<file path="src/rtl/gf180mcu_ocd_io__seq_pkg.sv">
// Shared definitions for the GF180MCU I/O-ring supply sequencer.
//   seq_state_e : sequencer FSM states
//   FAULT_IDX_W : width of the faulting-domain index (covers up to 16 domains)
//   cnt_w()     : shared counter width, sized for the longest interval plus one bit
package gf180mcu_ocd_io__seq_pkg;

  typedef enum logic [2:0] {
    ST_OFF,
    ST_UP_WAIT,
    ST_UP_SETTLE,
    ST_ON,
    ST_DOWN,
    ST_FAULT
  } seq_state_e;

  localparam int FAULT_IDX_W = 4;

  function automatic int cnt_w(input int a, input int b, input int c);
    int m;
    m = a;
    if (b > m) m = b;
    if (c > m) m = c;
    return $clog2(m) + 1;
  endfunction

endpackage

</file>
<file path="src/rtl/gf180mcu_ocd_io__sync2.sv">
// Two-flop synchroniser used to bring the asynchronous per-domain power-good
// inputs into the sequencer clock domain.
//   CLK  : destination clock
//   RST  : synchronous active-high reset, clears both flop stages
//   i_d  : asynchronous input bus (W bits)
//   o_q  : synchronised output bus (W bits), 2 cycles of latency
module gf180mcu_ocd_io__sync2 #(
  parameter int W = 1
) (
  input  logic         CLK,
  input  logic         RST,
  input  logic [W-1:0] i_d,
  output logic [W-1:0] o_q
);

  logic [W-1:0] r_meta;
  logic [W-1:0] r_sync;

  always_ff @(posedge CLK) begin
    if (RST) begin
      r_meta <= '0;
      r_sync <= '0;
    end else begin
      r_meta <= i_d;
      r_sync <= r_meta;
    end
  end

  assign o_q = r_sync;

endmodule

</file>
<file path="src/rtl/gf180mcu_ocd_io__supply_seq.sv">
// Supply-domain sequencer for the GF180MCU pad ring. Powers domains up in
// ascending order (enable, wait for power-good, settle), powers them down in
// descending order, and performs a one-edge emergency shutdown on timeout or
// lost power-good, latching the faulting domain until cleared with EN low.
//   CLK, RST   : clock and synchronous active-high reset
//   EN         : level request, 1 = ring powered
//   CLR        : single-cycle fault clear, only honoured while EN=0
//   PG         : per-domain power-good (asynchronous)
//   PWR_EN     : per-domain supply enable
//   READY      : all domains up and settled
//   FAULT      : latched fault flag
//   FAULT_IDX  : index of the faulting domain
//   ISO        : per-domain isolation, only with GF180MCU_OCD_IO_SEQ_ISO_EN
// Optional macro: GF180MCU_OCD_IO_SEQ_ISO_EN adds the ISO output and an extra
// isolate-before-disable cycle per domain on power-down.
module gf180mcu_ocd_io__supply_seq
  import gf180mcu_ocd_io__seq_pkg::*;
#(
  parameter int N_DOM       = 4,
  parameter int SETTLE_CYC  = 16,
  parameter int TIMEOUT_CYC = 1024,
  parameter int OFF_CYC     = 8
) (
  input  logic                   CLK,
  input  logic                   RST,
  input  logic                   EN,
  input  logic                   CLR,
  input  logic [N_DOM-1:0]       PG,
  output logic [N_DOM-1:0]       PWR_EN,
  output logic                   READY,
  output logic                   FAULT,
  output logic [FAULT_IDX_W-1:0] FAULT_IDX
`ifdef GF180MCU_OCD_IO_SEQ_ISO_EN
  ,
  output logic [N_DOM-1:0]       ISO
`endif
);

  localparam int CW = cnt_w(SETTLE_CYC, TIMEOUT_CYC, OFF_CYC);
  localparam logic [CW-1:0]          SETTLE_LAST = CW'(SETTLE_CYC - 1);
  localparam logic [CW-1:0]          TO_LAST     = CW'(TIMEOUT_CYC - 1);
  localparam logic [CW-1:0]          OFF_LAST    = CW'(OFF_CYC - 1);
  localparam logic [FAULT_IDX_W-1:0] LAST_IDX    = FAULT_IDX_W'(N_DOM - 1);

  seq_state_e             r_state, w_state_nxt;
  logic [FAULT_IDX_W-1:0] r_idx, w_idx_nxt;
  logic [CW-1:0]          r_cnt, w_cnt_nxt;
  logic [N_DOM-1:0]       r_pwr_en, w_pwr_en_nxt;
  logic                   r_ready, w_ready_nxt;
  logic                   r_fault, w_fault_nxt;
  logic [FAULT_IDX_W-1:0] r_fault_idx, w_fault_idx_nxt;
`ifdef GF180MCU_OCD_IO_SEQ_ISO_EN
  logic [N_DOM-1:0]       r_iso, w_iso_nxt;
`endif

  logic [N_DOM-1:0]       w_pg_s;
  logic [N_DOM-1:0]       w_mask;
  logic                   w_pg_cur;
  logic                   w_pg_all;
  logic [FAULT_IDX_W-1:0] w_low_j;
  logic                   w_do_fault;
  logic                   w_do_down;
  logic [FAULT_IDX_W-1:0] w_fault_src;

  gf180mcu_ocd_io__sync2 #(.W(N_DOM)) u_pg_sync (
    .CLK (CLK),
    .RST (RST),
    .i_d (PG),
    .o_q (w_pg_s)
  );

  // One-hot select of the current domain avoids variable bit-selects.
  assign w_mask   = N_DOM'(1) << r_idx;
  assign w_pg_cur = |(w_pg_s & w_mask);
  assign w_pg_all = &w_pg_s;

  // Lowest domain that has lost power-good (scanned high to low so the
  // lowest index wins).
  always_comb begin
    w_low_j = '0;
    for (int j = N_DOM - 1; j >= 0; j--) begin
      if (!w_pg_s[j]) w_low_j = FAULT_IDX_W'(j);
    end
  end

  always_comb begin
    w_state_nxt     = r_state;
    w_idx_nxt       = r_idx;
    w_cnt_nxt       = r_cnt;
    w_pwr_en_nxt    = r_pwr_en;
    w_ready_nxt     = r_ready;
    w_fault_nxt     = r_fault;
    w_fault_idx_nxt = r_fault_idx;
`ifdef GF180MCU_OCD_IO_SEQ_ISO_EN
    w_iso_nxt       = r_iso;
`endif
    w_do_fault      = 1'b0;
    w_do_down       = 1'b0;
    w_fault_src     = r_idx;

    case (r_state)
      ST_OFF: begin
        if (EN) begin
          w_pwr_en_nxt = N_DOM'(1);
          w_idx_nxt    = '0;
          w_cnt_nxt    = '0;
          w_state_nxt  = ST_UP_WAIT;
        end
      end
      ST_UP_WAIT: begin
        w_cnt_nxt = r_cnt + CW'(1);
        // Power-good arriving on the last allowed cycle still counts as good.
        if (!w_pg_cur && r_cnt == TO_LAST) begin
          w_do_fault = 1'b1;
        end else if (!EN) begin
          w_do_down = 1'b1;
        end else if (w_pg_cur) begin
          w_cnt_nxt   = '0;
          w_state_nxt = ST_UP_SETTLE;
        end
      end
      ST_UP_SETTLE: begin
        w_cnt_nxt = r_cnt + CW'(1);
        if (!w_pg_cur) begin
          w_do_fault = 1'b1;
        end else if (!EN) begin
          w_do_down = 1'b1;
        end else if (r_cnt == SETTLE_LAST) begin
          w_cnt_nxt = '0;
`ifdef GF180MCU_OCD_IO_SEQ_ISO_EN
          w_iso_nxt = r_iso & ~w_mask;
`endif
          if (r_idx == LAST_IDX) begin
            w_ready_nxt = 1'b1;
            w_state_nxt = ST_ON;
          end else begin
            w_idx_nxt    = r_idx + FAULT_IDX_W'(1);
            w_pwr_en_nxt = r_pwr_en | (w_mask << 1);
            w_state_nxt  = ST_UP_WAIT;
          end
        end
      end
      ST_ON: begin
        if (!w_pg_all) begin
          w_do_fault  = 1'b1;
          w_fault_src = w_low_j;
        end else if (!EN) begin
          w_ready_nxt = 1'b0;
          w_do_down   = 1'b1;
        end
      end
      ST_DOWN: begin
`ifdef GF180MCU_OCD_IO_SEQ_ISO_EN
        // Domain still enabled means its isolation went up last edge:
        // drop the enable now, then start the inter-domain gap.
        if (|(r_pwr_en & w_mask)) begin
          w_pwr_en_nxt = r_pwr_en & ~w_mask;
          w_cnt_nxt    = '0;
        end else begin
          w_cnt_nxt = r_cnt + CW'(1);
          if (r_cnt == OFF_LAST) begin
            w_cnt_nxt = '0;
            if (r_idx == '0) begin
              w_state_nxt = ST_OFF;
            end else begin
              w_idx_nxt = r_idx - FAULT_IDX_W'(1);
              w_iso_nxt = r_iso | (w_mask >> 1);
            end
          end
        end
`else
        w_cnt_nxt = r_cnt + CW'(1);
        if (r_cnt == OFF_LAST) begin
          w_cnt_nxt = '0;
          if (r_idx == '0) begin
            w_state_nxt = ST_OFF;
          end else begin
            w_idx_nxt    = r_idx - FAULT_IDX_W'(1);
            w_pwr_en_nxt = r_pwr_en & ~(w_mask >> 1);
          end
        end
`endif
      end
      ST_FAULT: begin
        if (CLR && !EN) begin
          w_fault_nxt     = 1'b0;
          w_fault_idx_nxt = '0;
          w_idx_nxt       = '0;
          w_cnt_nxt       = '0;
          w_state_nxt     = ST_OFF;
        end
      end
      default: w_state_nxt = ST_OFF;
    endcase

    // Power-down starts from the highest domain currently enabled.
    if (w_do_down) begin
      w_cnt_nxt   = '0;
      w_state_nxt = ST_DOWN;
`ifdef GF180MCU_OCD_IO_SEQ_ISO_EN
      w_iso_nxt   = r_iso | w_mask;
`else
      w_pwr_en_nxt = r_pwr_en & ~w_mask;
`endif
    end

    // Emergency shutdown: every enable drops in the same edge.
    if (w_do_fault) begin
      w_pwr_en_nxt    = '0;
      w_ready_nxt     = 1'b0;
      w_fault_nxt     = 1'b1;
      w_fault_idx_nxt = w_fault_src;
      w_cnt_nxt       = '0;
      w_state_nxt     = ST_FAULT;
`ifdef GF180MCU_OCD_IO_SEQ_ISO_EN
      w_iso_nxt       = '1;
`endif
    end
  end

  always_ff @(posedge CLK) begin
    if (RST) begin
      r_state     <= ST_OFF;
      r_idx       <= '0;
      r_cnt       <= '0;
      r_pwr_en    <= '0;
      r_ready     <= 1'b0;
      r_fault     <= 1'b0;
      r_fault_idx <= '0;
`ifdef GF180MCU_OCD_IO_SEQ_ISO_EN
      r_iso       <= '1;
`endif
    end else begin
      r_state     <= w_state_nxt;
      r_idx       <= w_idx_nxt;
      r_cnt       <= w_cnt_nxt;
      r_pwr_en    <= w_pwr_en_nxt;
      r_ready     <= w_ready_nxt;
      r_fault     <= w_fault_nxt;
      r_fault_idx <= w_fault_idx_nxt;
`ifdef GF180MCU_OCD_IO_SEQ_ISO_EN
      r_iso       <= w_iso_nxt;
`endif
    end
  end

  assign PWR_EN    = r_pwr_en;
  assign READY     = r_ready;
  assign FAULT     = r_fault;
  assign FAULT_IDX = r_fault_idx;
`ifdef GF180MCU_OCD_IO_SEQ_ISO_EN
  assign ISO       = r_iso;
`endif

endmodule

</file>
<file path="config.mk">
export PLATFORM = sky130hd
export DESIGN_NAME = gf180mcu_ocd_io__supply_seq
export DESIGN_NICKNAME = d
export VERILOG_FILES = /design/src/rtl/gf180mcu_ocd_io__seq_pkg.sv /design/src/rtl/gf180mcu_ocd_io__sync2.sv /design/src/rtl/gf180mcu_ocd_io__supply_seq.sv
export SDC_FILE = /design/constraint.sdc
export NUM_CORES = 1
export LEC_CHECK = 0
export CAP_MARGIN = 25
export CORE_MARGIN = 5
export CORE_UTILIZATION = 55
export DETAILED_ROUTE_END_ITERATION = 8
export GPL_ROUTABILITY_DRIVEN = 0
export PLACE_DENSITY = 0.76
export SYNTH_ARGS = -nofsm -noshare
export SYNTH_HDL_FRONTEND = slang
export SYNTH_SLANG_ARGS = --single-unit
</file>
<file path="constraint.sdc">
create_clock -name CLK -period 2.4 [get_ports CLK]
set_input_delay 0.36 -clock CLK [delete_from_list [all_inputs] [get_ports CLK]]
set_output_delay 0.36 -clock CLK [all_outputs]
set_load 0.005 [all_outputs]
</file>
==> flow_summary.rst <==
.. list-table::
   :header-rows: 1

   * - Metric
     - Value
   * - Wire length of the first global-routing pass
     - 9.51 mm
   * - Setup CP Type
     - flip-flop to flip-flop
   * - Number of diodes
     - 0
   * - Fillcell total
     - 359
   * - Clk Tree Root Cell
     - sky130_fd_sc_hd__clkbuf_8
   * - Slack of the worst reg-to-reg path
     - 140 ps
   * - Area growth syn-to-layout
     - 20.5%
   * - Worst reg2reg startpoint
     - r_cnt[0]$_SDFFE_PP0P_
   * - Peak VDD IR
     - 555 uV
   * - Post-synth EDFFs
     - 0
   * - Final hold viol count
     - 0
   * - Die Ht
     - 73.0 um
   * - Detail Placement HPWL
     - 4.16 mm
   * - RSZ-0062 raised after global routing
     - no
   * - Leading cell type in the layout, fill and taps excluded
     - sky130_fd_sc_hd__dfxtp_1
   * - Number of buffers between clock root and the deepest sink
     - 2
   * - Via count of the first global-routing pass
     - 2020
   * - Nature of the critical path endpoint
     - flip-flop
   * - Synthesized netlist cell count
     - 265
   * - Vias
     - 2168
   * - Least-Margin Pin Slew
     - 618 ps
   * - Final ANT Viol Nets
     - 0
   * - Antenna violations before repair
     - 0
   * - Ys flop type
     - sky130_fd_sc_hd__dfxtp_1
   * - Leading cell types in the layout, fill and taps excluded
     - sky130_fd_sc_hd__dfxtp_1 (36), sky130_fd_sc_hd__buf_4 (23), sky130_fd_sc_hd__a21oi_1 (22), sky130_fd_sc_hd__nand2_1 (20), sky130_fd_sc_hd__nor2_1 (20)
   * - CTS HTree Levels
     - 2
   * - Site Rows
     - 23
   * - CTS clk-pin slew, worst paths
     - 80 ps
   * - Total global routing track utilization
     - 0.228
   * - DR WL/cell
     - 16.3 um
   * - Clock Sinks
     - 36
   * - Fin Hold WS
     - 440 ps
   * - Die area
     - 5330 um^2
   * - Routed wire length
     - 5.68 mm
   * - Number of pins with negative max-slew slack in the final report
     - 0
   * - Post-synth net total
     - 277
   * - Number of distinct library cells after synthesis
     - 66
   * - Netlist area before placement
     - 2180 um^2
   * - Max-cap violations
     - 0
   * - GRT overflow
     - 0
   * - Leak Pwr
     - 0.000964 uW
   * - Number of flip-flops and latches in the synthesized netlist
     - 36
   * - Final setup fails
     - 0
   * - CTS tree
     - yes
   * - Starting density of the core
     - 0.558
   * - Peak fanout along the critical path
     - 6
   * - Proportion of synthesized flip-flops having asynchronous set or reset
     - 0
   * - Sort of element at the start of the critical path
     - flip-flop
   * - Worst r2r dst
     - PWR_EN[2]$_SDFFE_PP0P_
   * - Hold Buf Count CTS
     - 0
   * - Post-layout min period
     - 2260 ps
   * - 1st-iter DRT viols
     - 193
   * - Number of detailed-routing iterations run before antenna repair
     - 5
   * - Critical path required time
     - 2590 ps
   * - # IOs
     - 18
   * - Average cell area after synthesis
     - 8.24 um^2
   * - Ratio of cells with drive above 1 in the final layout
     - 0.181
   * - Number of warnings reported in the yosys synthesis log
     - 0
   * - Core Region
     - 3910 um^2
   * - Post-route setup TNS
     - 0 ps
   * - Width of the chip
     - 73.0 um
   * - Arrival time of data at the critical path endpoint
     - 2450 ps
   * - Number of design rule violations left after detail routing
     - 0
   * - Cell count of the worst reg-to-reg path
     - 7
   * - Worst clock skew
     - 3.08 ps
   * - Final clock period utilization by the worst path
     - 0.941
   * - # port buffers
     - 17
   * - Achievable Freq
     - 0.443 GHz
   * - Outcome
     - finished, final reports clean
   * - Inserted Clock Buffers
     - 5
   * - Sequential cell area fraction in the yosys report
     - 0.330
   * - Critical path destination
     - PWR_EN[2]$_SDFFE_PP0P_
   * - Worst slew margin relative to its limit
     - 0.577
   * - Critical Path Start
     - r_cnt[0]$_SDFFE_PP0P_
   * - Source-to-sink clock delay at the later pin of the worst-skew pair
     - 300 ps
   * - Maximum number of pins on one net before global-route repair
     - 21
   * - Net count of the finished layout
     - 310
   * - Pwr/cell area
     - 950 nW/um^2
   * - Min-Delay Path Class
     - flip-flop to flip-flop
   * - Detail-routed via count per cell
     - 6.21
## repair_timing
| item | in CTS | in global routing |
|---|---|---|
| endpoints found under the setup margin | 0 | 15 |
| buffers inserted | 0 | 3 |
| gates resized for setup | 0 | 7 |
## flip-flops by register name, summed over array words and instances (netlist names)
name,cells
FAULT,1
FAULT_IDX,4
PWR_EN,4
READY,1
r_cnt,11
r_idx,4
r_state,3
u_pg_sync.o_q,4
u_pg_sync.r_meta,4
## per-stage QoR
stage | worst slack (ps) | utilization | std cells | area (um^2) | power, uW
floorplan | 253 | - | 265 | 2180 | 1620
global placement | 51.3 | 0.637 | 338 | 2490 | 1950
detailed placement | 42.6 | 0.637 | 338 | 2490 | 1970
CTS | 17.1 | 0.660 | 346 | 2580 | 2430
global route | 0.323 | 0.673 | 349 | 2630 | 2680
finish | 143 | 0.673 | 349 | 2630 | 2500
## worst min path at each step
stage	startpoint	endpoint	slack [ps]	cells after the start
6_report	u_pg_sync.r_meta[3]$_SDFF_PP0_	u_pg_sync.o_q[3]$_SDFF_PP0_	440	1
5_1_grt	u_pg_sync.r_meta[0]$_SDFF_PP0_	u_pg_sync.o_q[0]$_SDFF_PP0_	460	1
4_1_cts	u_pg_sync.r_meta[3]$_SDFF_PP0_	u_pg_sync.o_q[3]$_SDFF_PP0_	450	1
3_5_place_dp	u_pg_sync.r_meta[2]$_SDFF_PP0_	u_pg_sync.o_q[2]$_SDFF_PP0_	430	1
3_3_place_gp	u_pg_sync.r_meta[0]$_SDFF_PP0_	u_pg_sync.o_q[0]$_SDFF_PP0_	420	1
2_1_floorplan	u_pg_sync.r_meta[0]$_SDFF_PP0_	u_pg_sync.o_q[0]$_SDFF_PP0_	410	1
## layout make-up
cell class | count | area (um^2) | share of cell area
multi-input combinational | 207 | 1380 | 0.526
inverter | 8 | 30.0 | 0.0114
clock inverter | 3 | 23.8 | 0.00903
clock buffer | 5 | 68.8 | 0.0261
sequential | 36 | 721 | 0.274
timing repair buffer | 40 | 343 | 0.130
tap | 50 | 62.6 | 0.0238
## logic make-up (layout without fill, tap and decap cells)
logic type	after synthesis	after routing	synth area share
buffers and inverters	22	56	0.0481
muxes	7	7	0.0372
and+or+nand+nor	113	113	0.286
AOI/OAI and AO/OA	78	78	0.253
adders and majority gates	4	4	0.0263
DFF	36	36	0.330
xor gates and xnor gates	5	5	0.0200
## cell usage after synthesis (2+ instances only)
master	n	area share
sky130_fd_sc_hd__a211o_1	2	0.0080
sky130_fd_sc_hd__a211oi_1	2	0.0069
sky130_fd_sc_hd__a21o_1	2	0.0069
sky130_fd_sc_hd__a21oi_1	22	0.050
sky130_fd_sc_hd__a22oi_1	6	0.021
sky130_fd_sc_hd__a311oi_1	6	0.024
sky130_fd_sc_hd__a31oi_1	4	0.011
sky130_fd_sc_hd__a41o_1	2	0.0092
sky130_fd_sc_hd__a41oi_1	2	0.0080
sky130_fd_sc_hd__and3_1	3	0.0086
sky130_fd_sc_hd__buf_2	6	0.014
sky130_fd_sc_hd__buf_4	2	0.0069
sky130_fd_sc_hd__clkbuf_1	5	0.0086
sky130_fd_sc_hd__dfxtp_1	36	0.33
sky130_fd_sc_hd__ha_1	3	0.017
sky130_fd_sc_hd__inv_1	8	0.014
sky130_fd_sc_hd__mux2_4	2	0.014
sky130_fd_sc_hd__mux2i_1	4	0.018
sky130_fd_sc_hd__nand2_1	21	0.036
sky130_fd_sc_hd__nand2b_1	6	0.017
sky130_fd_sc_hd__nand3_1	14	0.032
sky130_fd_sc_hd__nand3b_1	3	0.010
sky130_fd_sc_hd__nand4_1	5	0.014
sky130_fd_sc_hd__nor2_1	21	0.036
sky130_fd_sc_hd__nor2b_1	10	0.029
sky130_fd_sc_hd__nor3_1	9	0.021
sky130_fd_sc_hd__nor4_1	4	0.011
sky130_fd_sc_hd__o21a_1	2	0.0069
sky130_fd_sc_hd__o21ai_0	12	0.027
sky130_fd_sc_hd__or4_1	2	0.0069
sky130_fd_sc_hd__xnor2_1	2	0.0080
sky130_fd_sc_hd__xor2_1	3	0.012
## routing by layer
layer | track usage | up-vias | wire length [um]
met5 | 0 | - | 0
met2 | 0.359 | 80 | 2690
li1 | - | 1050 | -
met3 | 0.0372 | 15 | 348
met4 | 0.0943 | 0 | 136
met1 | 0.307 | 1023 | 2500
## report_power, final
| part | leakage, uW | total, uW | switching, uW | internal, uW |
|---|---|---|---|---|
| Combinational | 0.000631 | 1310 | 721 | 586 |
| Sequential | 0.000293 | 749 | 86.4 | 663 |
| Clock | 0.0000404 | 446 | 240 | 205 |
| Total | 0.000964 | 2500 | 1050 | 1450 |
## worst max-delay path, cell delays in order, from the launching register on
cell                       delay, ps
sky130_fd_sc_hd__dfxtp_1         400
sky130_fd_sc_hd__ha_2            250
sky130_fd_sc_hd__nand4_1         190
sky130_fd_sc_hd__nor4_2          220
sky130_fd_sc_hd__and4bb_2        310
sky130_fd_sc_hd__or3b_4          410
sky130_fd_sc_hd__and2_4          160
sky130_fd_sc_hd__a41o_1          220
(Power assumes the default switching activity.)
